File: src/rtl/if_fetch_stage.sv
// ---------------------------------------------------------------------------
// if_fetch_stage
//
// Instruction-fetch stage of the 5-stage 16-bit pipeline. Owns the program
// counter, picks the next PC (sequential / branch / call / return), drives
// the instruction-memory address and presents {instruction, PC+1} to the
// IF/ID pipeline register. On a HLT word it lets the HLT itself through,
// drains the pipe with NO_OP words for DRAIN_CYCLES cycles and then freezes
// fetch until reset.
//
// Parameters:
//   RESET_PC      PC loaded on reset
//   DRAIN_CYCLES  NO_OP cycles issued after HLT before HALTED (1..7)
//   NO_OP         instruction word injected on squash / drain / halt
//   HLT           halt encoding
//
// Ports:
//   clk             clock, all state updates on posedge
//   rst             asynchronous active-high reset
//   data_hazard     hold the PC and re-present the current word
//   branch_taken    taken branch resolved downstream (highest priority)
//   branch_target   absolute branch target
//   ret             return resolved downstream
//   ret_target      return address
//   call            call decoded in ID
//   call_target     call target, low 12 bits of the new PC
//   imem_data       instruction memory read data (combinational on imem_addr)
//   imem_addr       instruction memory address, equals the PC register
//   instruction_out instruction word to IF/ID
//   PC_out          PC+1 (word addressed, wraps) to IF/ID
//   halted          high while in HALTED
//   fetch_count     instructions accepted into IF/ID, wraps at 16 bits
// ---------------------------------------------------------------------------
module if_fetch_stage #(
  parameter logic [15:0] RESET_PC     = 16'h0000,
  parameter int          DRAIN_CYCLES = 3,
  parameter logic [15:0] NO_OP        = 16'hF000,
  parameter logic [15:0] HLT          = 16'hFFFF
) (
  input  logic        clk,
  input  logic        rst,
  input  logic        data_hazard,
  input  logic        branch_taken,
  input  logic [15:0] branch_target,
  input  logic        ret,
  input  logic [15:0] ret_target,
  input  logic        call,
  input  logic [11:0] call_target,
  input  logic [15:0] imem_data,
  output logic [15:0] imem_addr,
  output logic [15:0] instruction_out,
  output logic [15:0] PC_out,
  output logic        halted,
  output logic [15:0] fetch_count
);

  typedef enum logic [1:0] {
    RUN    = 2'd0,
    DRAIN  = 2'd1,
    HALTED = 2'd2
  } state_t;

  // Last value of the drain counter before HALTED is entered; the counter
  // runs 0..DRAIN_LAST, giving exactly DRAIN_CYCLES NO_OP cycles.
  localparam logic [2:0] DRAIN_LAST = 3'(DRAIN_CYCLES - 1);

  state_t      state_q;
  state_t      state_d;
  logic [15:0] pc_q;
  logic [15:0] pc_d;
  logic [2:0]  drain_cnt_q;
  logic [2:0]  drain_cnt_d;
  logic [15:0] fetch_count_q;

  logic [15:0] pc_plus_one;
  logic        squash;
  logic        fetch_accept;

  assign pc_plus_one = pc_q + 16'd1;

  // Any redirect resolved this cycle makes the word currently being fetched
  // belong to the wrong path, so it is replaced by a NO_OP.
  assign squash = branch_taken | ret | call;

  // Output mux: outside RUN, or on a redirect, IF/ID only ever sees NO_OP.
  always_comb begin
    instruction_out = imem_data;
    if ((state_q != RUN) || squash) begin
      instruction_out = NO_OP;
    end
  end

  assign imem_addr   = pc_q;
  assign PC_out      = pc_plus_one;
  assign halted      = (state_q == HALTED);
  assign fetch_count = fetch_count_q;

  // An instruction is accepted into IF/ID when we are running, not stalled
  // and not presenting a NO_OP. The HLT word itself is a real instruction
  // and therefore counts.
  assign fetch_accept = (state_q == RUN) && !data_hazard &&
                        (instruction_out != NO_OP);

  // State register: PC, FSM state and drain counter.
  always_ff @(posedge clk or posedge rst) begin
    if (rst) begin
      state_q     <= RUN;
      pc_q        <= RESET_PC;
      drain_cnt_q <= '0;
    end else begin
      state_q     <= state_d;
      pc_q        <= pc_d;
      drain_cnt_q <= drain_cnt_d;
    end
  end

  // Accepted-instruction counter.
  always_ff @(posedge clk or posedge rst) begin
    if (rst) begin
      fetch_count_q <= '0;
    end else if (fetch_accept) begin
      fetch_count_q <= fetch_count_q + 16'd1;
    end
  end

  // Next-state / next-PC logic.
  always_comb begin
    state_d     = state_q;
    pc_d        = pc_q;
    drain_cnt_d = drain_cnt_q;

    case (state_q)
      RUN: begin
        if (branch_taken) begin
          pc_d = branch_target;
        end else if (ret) begin
          pc_d = ret_target;
        end else if (call) begin
          // Calls stay inside the current 4K page.
          pc_d = {pc_q[15:12], call_target};
        end else if (data_hazard) begin
          pc_d = pc_q;
        end else if (imem_data == HLT) begin
          // PC parks on the HLT word; it is never advanced past it.
          state_d     = DRAIN;
          drain_cnt_d = '0;
        end else begin
          pc_d = pc_plus_one;
        end
      end

      DRAIN: begin
        // Older instructions still in flight may redirect, which means the
        // HLT was on a wrong path: resume fetching at the target. A call
        // can only come from the squashed slot behind the HLT, so it is
        // ignored here.
        if (branch_taken) begin
          pc_d    = branch_target;
          state_d = RUN;
        end else if (ret) begin
          pc_d    = ret_target;
          state_d = RUN;
        end else if (!data_hazard) begin
          if (drain_cnt_q == DRAIN_LAST) begin
            state_d = HALTED;
          end else begin
            drain_cnt_d = drain_cnt_q + 3'd1;
          end
        end
      end

      HALTED: begin
        // Frozen until reset.
      end

      default: begin
        state_d = RUN;
      end
    endcase
  end

endmodule

File: config.mk
export PLATFORM = sky130hd
export DESIGN_NAME = if_fetch_stage
export DESIGN_NICKNAME = d
export VERILOG_FILES = /design/src/rtl/if_fetch_stage.sv
export SDC_FILE = /design/constraint.sdc
export NUM_CORES = 1
export LEC_CHECK = 0
export CORE_MARGIN = 4
export CORE_UTILIZATION = 60
export DETAILED_ROUTE_END_ITERATION = 16
export DONT_BUFFER_PORTS = 1
export PLACE_DENSITY = 0.79
export SETUP_SLACK_MARGIN = 0.5
export SYNTH_ARGS = -nofsm -noshare
export SYNTH_HDL_FRONTEND = slang
export SYNTH_SLANG_ARGS = --single-unit
export TNS_END_PERCENT = 20
File: constraint.sdc
create_clock -name clk -period 2.2 [get_ports clk]
set_clock_uncertainty 0.05 [all_clocks]
set_input_delay 0.44 -clock clk [delete_from_list [all_inputs] [get_ports clk]]
set_output_delay 0.44 -clock clk [all_outputs]
set_load 0.01 [all_outputs]
* After elaboration in Yosys (flattened, before gate mapping)
Index checks and enable logic that the tools add are counted.
** Storage, ports and cells
- Register bits :: 37
- Input bits :: 66
** Operators by class
- Muxes and demuxes :: 29
- Add/subtract/negate cells :: 3
- Equal/unequal tests :: 22
- Bitwise gates (word level) :: 3
- Reductions and logical operators :: 11
** Operators with widths (number)
- $mux W16 :: 8
- $add A16 B1 Y16 const B :: 2
- $pmux W16 S2 :: 1
- $mux W3 :: 9
- $ne A4 B4 Y1 const B :: 5
- $mux W2 :: 9
- $eq A16 B16 Y1 const B :: 1
- $ne A16 B16 Y1 const B :: 1
- $ne A2 B2 Y1 const B :: 8
- $ne A5 B5 Y1 const B :: 2
- $reduce_and A10 Y1 :: 1
- $reduce_and A8 Y1 :: 1
- $pmux W2 S3 :: 1
- $pmux W3 S2 :: 1
- $reduce_and A5 Y1 :: 1
- $reduce_and A4 Y1 :: 1
- $reduce_bool A2 Y1 :: 2
- $add A3 B1 Y3 const B :: 1
- $eq A3 B2 Y1 const B :: 1
- $ne A3 B3 Y1 const B :: 1
- $eq A2 B1 Y1 const B :: 1
- $eq A2 B2 Y1 const B :: 1
- $logic_and A1 B1 Y1 :: 2
- $logic_not A2 Y1 :: 1
- 5 further kinds :: 6

* Depth between registers and ports, before layout
Gate-level depths: netlist (run 1).
- Depth in word-level cells :: 7
- Mapped depth :: 8
- Mapped depth without buffers :: 7

* Worst setup path after synthesis (run 1)
No wires, ideal clock.
- Kind :: register to output
- Start :: register pc_q[0] (netlist: imem_addr[0])
- End :: output PC_out[15]
- Data required time :: 1710 ps
- Stages on the path, launching flop included :: 5
- Slack :: 54 ps
- Arrival time :: 1656 ps
- Path through :: dfrtp_1 -> and3_1 -> nand4_2 -> or4_1 -> xnor2_1
** On the way
- Cells in the longest elaborated chain, start to end :: 1
** Ends and longest elaborated chain
- from (decl) :: RTL line 69 : logic [15:0] pc_q;
- from (signal assigned) :: RTL line 112 : pc_q <= pc_d;
- $add A16 B1 Y16 :: RTL line 79 : assign pc_plus_one = pc_q + 16'd1;
- to (decl) :: RTL line 52 : output logic [15:0] PC_out,
No other way between the ends.

* Worst setup path in the final report (run 1)
- Start :: register pc_q[7] (netlist: imem_addr[7])
- End :: output PC_out[15]
The elaborated chain is that of the path after synthesis.

==> results of run 1 <==
cells by family (layout without fill, tap and decap cells):
group / Yosys count / count (layout) / share of synthesized area (%)
muxes: 12 / 12 / 4.507
and+or+nand+nor: 154 / 154 / 30.31
DFF: 37 / 37 / 32.70
buffers and inverters: 28 / 59 / 4.109
xor gates and xnor gates: 29 / 29 / 9.235
AOI/OAI and AO/OA: 72 / 72 / 17.37
adders and majority gates: 4 / 4 / 1.768
placed cells by master, fill, tap and decap left out, types with 9 or more instances in the layout:
| master | instances |
|---|---|
| dfrtp_1 | 32 |
| nand2_1 | 29 |
| buf_4 | 28 |
| nor2_1 | 16 |
| o21ai_0 | 15 |
| and3_4 | 15 |
| inv_1 | 12 |
| nand4_1 | 10 |
| nor2_4 | 10 |
| xor2_1 | 10 |
| a21oi_1 | 10 |
| a22o_1 | 10 |
| buf_6 | 9 |
critical path: cells and delay by family, from the launching register on:
kind / cells / cell delay (ns)
xor+xnor: 1 / 0.18
simple gates: 2 / 0.93
flops: 1 / 0.37
synthesized netlist by cell type (9+ instances only):
library cell  number  area [um2]
dfrtp_1           37       925.9
nand2_1           33       123.9
nor2_1            27       101.4
o21ai_0           19       95.09
and3_1            17       106.4
xnor2_1           16       140.1
inv_1             12       45.04
nor3_1            12       60.06
xor2_1            12       105.1
a21oi_1           11       55.05
clkbuf_1          11       41.29
a22o_1            10       87.58
nand3_1           10       50.05
nand4_1           10       62.56
nand2b_1           9       56.30
layer usage:
metal / track usage (%) / vias to the layer above / share of wire [%]
li1: - / 1286 / -
met1: 33.68 / 1490 / 34
met2: 53.83 / 219 / 52
met3: 10.42 / 54 / 10
met4: 11.78 / 0 / 4.0
met5: 0 / - / 0
sequential cells by signal, summed over array words and instances, names as in the netlist:
signal and cells:
drain_cnt_q 3, state_q 2, fetch_count 16, imem_addr 16
timing repair:
action	4_1_cts	5_1_grt
buffers inserted	9	8
gates resized for setup	65	48
pin swaps	51	60
setup endpoints to repair	58	62
how the worst max path moves through the flow:
stage,start,to,slack (ns),cells past startpoint
6_report,imem_addr[7]$_DFFE_PP0P_,PC_out[15],-0.07,3
5_1_grt,imem_addr[4]$_DFFE_PP0P_,PC_out[13],-0.13,4
2_1_floorplan,state_q[0]$_DFFE_PP0P_,fetch_count[12]$_DFFE_PP0P_,0.26,6
3_3_place_gp,imem_data[4],imem_addr[0]$_DFFE_PP0P_,0.18,5
3_5_place_dp,imem_data[4],imem_addr[3]$_DFFE_PP0P_,0.14,5
4_1_cts,imem_addr[4]$_DFFE_PP0P_,PC_out[15],-0.04,4
per-stage QoR:
step	hold WS [ns]	cell area, um2	setup TNS (ns)
after floorplan	0.4539	2962	0
after global placement	0.4152	3090	0
after detailed placement	0.4199	3090	0
after CTS	0.09606	3536	-0.05642
after global routing	0.1281	3846	-0.8027
final	0.08327	3846	-0.3848
cell type report:
cell class / count / area, um2 / area share (%)
Multi-Input combinational cell: 271 / 2372 / 61.68
Sequential cell: 37 / 932.1 / 24.24
Timing Repair Buffer: 39 / 341.6 / 8.881
Clock buffer: 5 / 68.82 / 1.789
Tap cell: 52 / 65.06 / 1.692
Inverter: 12 / 45.04 / 1.171
Clock inverter: 3 / 21.27 / 0.5530
power by group:
group	internal, mW	total [mW]	switching [mW]
registers	0.748	0.896	0.147
logic	0.253	0.533	0.280
clock network	0.225	0.509	0.284
total	1.23	1.94	0.712
==> results.yml, run 1 <==
global_route:
  antenna_found_initial: 0
  track_usage_pct: 30.55
  grt_pass1_vias: 2873
  grt_pass1_wl_mm: 14.52
  grt.overflow.total: 0
  grt_max_degree: 38
power_and_ir_drop:
  vdd_drop_max_v: 0.0004998
  p_leak_nw: 1.576
  powerDensity_nw_per_um2: 503.9
  p_total_mw: 1.938
cells_and_area:
  fin_util_pct: 85.96
  final_layout_size_suffix_gt1_share_pct: 37.87
  fin_nets: 436
  fin_cells: 419
  fillers: 224
  insertedDiodeCount: 0
  synthToLayoutAreaGrowth_pct: 35.84
detailed_routing:
  drt-wirelength-per-cell_um: 24.70
  postRouteAntennaNets: 0
  dr.pass1.iters: 5
  drc: 0
  drt_iter0_drc: 345
  wl_mm: 10.35
  via_per_inst: 7.277
  vias: 3049
yosys:
  synth.distinct_cells: 57
  syn_avg_cell_area_um2: 8.427
  ys_seq_elements: 37
  synthFlopType: "dfrtp_1"
  synth_nets: 406
  async_flop_share_pct: 100.0
  synth.cell_area_um2: 2831
  synth-edff-count: 0
  seq_area_frac_synth_pct: 32.70
  synthCells: 336
  yosys_warnings: 0
setup_path:
  regToRegStartpoint: "imem_addr[4]$_DFFE_PP0P_"
  cp.arrival_ns: 1.78
  crit_slowest_cell: "or4_4"
  worstPathCellList: "nand4_1 -> or4_4 -> xnor2_4"
  critPathLaunchType: "register"
  reg2reg_to: "imem_addr[11]$_DFFE_PP0P_"
  path_class: "reg2out"
  max_stage_delay_ns: 0.66
  cp-end-kind: "output pin"
  r2r_cells: 8
  rrSetupSlack_ns: 0.06
  crit_path_max_fanout: 4
  required_ns: 1.71
sta:
  setup_slack_ns: -0.06959
  slew-limit-headroom_pct: 66.80
  setup_violations: 8
  drv_slew: 0
  hold_viol_final: 0
  grt_setup_unrepaired: "yes"
  fin_crit_ns: 2.270
  fmaxAchievable_mhz: 440.6
  fin_crit_sh_pct: 103.2
  tightest_slew_ns: 0.4962
run_status:
  violations: "setup timing"
  status: "complete, but fails checks"
clock_tree:
  cts-root-buf: "clkbuf_8"
  cts_hold_buf: 0
  cts_buffers: 5
  cts_max_level: 2
  cts_tree: "yes"
  clk_path_buf_depth: 2
  cts.sinks: 37
  clk_pin_slew_ns: 0.09
  clock_latency_ns: 0.31
floorplanning:
  rows: 24
  die_h_um: 76.70
  die_w_um: 76.70
  dieArea_um2: 5882
  io_pins: 131
  core_area_um2: 4474
  start_util_pct: 63.28
placed_design:
  pre_cts_slack_ns: 0.1407
  dp_hpwl_mm: 6.150
  portBuffers: 0
  place_congestion: 0.8864
  dp_cells: 394
run:
  drv_cap: 0
min_path:
  hold_class: "in2async"
(Power assumes the default switching activity.)
==> run 2: changes to the inputs <==
CELL_PAD_IN_SITES_DETAIL_PLACEMENT = 2   (was default)
CELL_PAD_IN_SITES_GLOBAL_PLACEMENT = 2   (was default)
CORE_UTILIZATION = 35   (was 60)
PLACE_DENSITY = 0.83   (was 0.79)
==> results.yml, run 2 (same netlist as run 1, synthesis figures left out) <==
placed_design:
  place_congestion: 0.8277
  placed_area_um2: 3203
  dp_hpwl_mm: 8.378
  portBuffers: 0
  pre_cts_slack_ns: -0.03351
setup_path:
  crit_family: "simple AND/OR/NAND/NOR gates"
  required_ns: 1.71
  max_stage_delay_ns: 0.39
  cp-end-kind: "output pin"
  path_class: "reg2out"
  cp.arrival_ns: 1.82
  cp_num_buf_inv: 0
  crit_slowest_cell: "dfrtp_1"
  crit_path_max_fanout: 6
  critPathLaunchType: "register"
  worstPathCellList: "ha_2 -> and3_4 -> and4_4 -> nand4_1 -> xnor2_2"
global_route:
  use_met3_pct: 6.929
  track_usage_pct: 23.93
  top_usage_layer: "met2"
  grt_max_degree: 33
  grt.overflow.total: 0
  grt_pass1_wl_mm: 18.50
  grt_pass1_vias: 3262
  met1_usage_pct: 27.62
  met2_usage_pct: 43.93
  antenna_found_initial: 0
power_and_ir_drop:
  powerDensity_nw_per_um2: 533.5
  p_sw_mw: 0.7421
  power_frac_clock_pct: 33.1
  vdd_drop_max_v: 0.0003122
  power_frac_seq_pct: 40.1
  p_leak_nw: 1.751
  p_comb_share_pct: 26.8
  swShare_pct: 33.48
  p_int_mw: 1.475
clock_tree:
  cts_max_level: 2
  cts_hold_buf: 0
  clk_path_buf_depth: 2
  cts_tree: "yes"
  cts-root-buf: "clkbuf_8"
  cts.sinks: 37
  cts_buffers: 5
  clock_latency_ns: 0.31
  clk_pin_slew_ns: 0.09
run:
  drv_cap: 0
cells_and_area:
  final_common_cell: "buf_4"
  fin_nets: 453
  final_layout_size_suffix_gt1_share_pct: 43.23
  final_cell_mix: "buf_4 (35), nand2_1 (29), dfrtp_1 (29)"
  fin_util_pct: 53.22
  finalInstanceArea_um2: 4155
  synthToLayoutAreaGrowth_pct: 46.75
  insertedDiodeCount: 0
floorplanning:
  die_h_um: 97.95
  io_pins: 131
  die_w_um: 97.95
  start_util_pct: 36.27
  rows: 32
  core_area_um2: 7807
  dieArea_um2: 9593
sta:
  whs_ns: 0.06249
  drv_slew: 0
  grt_setup_unrepaired: "yes"
  tightest_slew_ns: 0.6861
  hold_viol_final: 0
  setup_violations: 5
  fin_crit_ns: 2.312
  fmaxAchievable_mhz: 432.5
  slew-limit-headroom_pct: 54.21
  finalSetupTns_ns: -0.2868
  setup_slack_ns: -0.1123
  fin_crit_sh_pct: 105.1
min_path:
  hold_class: "in2async"
detailed_routing:
  drc: 0
  drt_iter0_drc: 136
  wl_mm: 13.15
  dr.pass1.iters: 4
  drt-wirelength-per-cell_um: 27.07
  via_per_inst: 6.212
  postRouteAntennaNets: 0
  vias: 3019
run_status:
  violations: "setup timing"
  status: "complete, but fails checks"
## run 2: changes by cell type in the layout (fill, tap and decap cells not counted), sizes merged
cell and delta:
buf +17, bufinv +2, clkinvlp -1, inv -1
## run 2: cell type report
cell class              instances  area [um2]
multi-input cells             271        2386
flip-flops and latches         37       935.9
clock buffers                   5       68.82
fillers                       793        3652
well taps                     102       127.6
inverters                      12       45.04
clock inverters                 3       65.06
repair buffers                 56       526.8
## run 2: per-stage QoR
stage	power (mW)	std cells
4_1_cts	2.111	473
3_3_place_gp	1.306	449
5_1_grt	2.320	486
3_5_place_dp	1.335	449
6_report	2.217	486
2_1_floorplan	1.188	336
## run 2: layer usage
metal	wire, um	vias to the layer above
li1	-	1307
met1	4806	1532
met2	7069	156
met3	1003	24
met4	275	0
met5	0	-
## run 2: power by group through the flow
stage | logic (mW) | registers, mW | clock network [mW]
floorplan | 0.308 | 0.880 | 0
global placement | 0.439 | 0.866 | 0
detailed placement | 0.460 | 0.875 | 0
CTS | 0.507 | 0.870 | 0.734
global route | 0.642 | 0.899 | 0.779
finish | 0.594 | 0.888 | 0.735
## run 2: final timing paths
check / from / endpoint / slack, ns / cells past startpoint
min in group clk: branch_taken / state_q[0]$_DFFE_PP0P_ / 0.33 / 3
hold / removal: rst / imem_addr[12]$_DFFE_PP0P_ / 0.06 / 1
max in group asynchronous: rst / state_q[1]$_DFFE_PP0P_ / 1.45 / 2
hold reg to reg: state_q[1]$_DFFE_PP0P_ / state_q[0]$_DFFE_PP0P_ / 0.48 / 1
setup / recovery: imem_addr[1]$_DFFE_PP0P_ / PC_out[10] / -0.11 / 5
setup reg to reg: state_q[1]$_DFFE_PP0P_ / fetch_count[9]$_DFFE_PP0P_ / 0.06 / 6
## run 2: timing repair
action                     CTS  global route
resized for setup           39            95
setup endpoints to repair   65            66
buffers inserted            16            13
pin swaps                   20            66
## run 2: worst register-to-register path, delay by kind of cell, from the launching register on
kind	cells	cell delay [ns]
xor+xnor	1	0.17
buf+inv	1	0.13
simple gates	4	1.25
flops	1	0.46
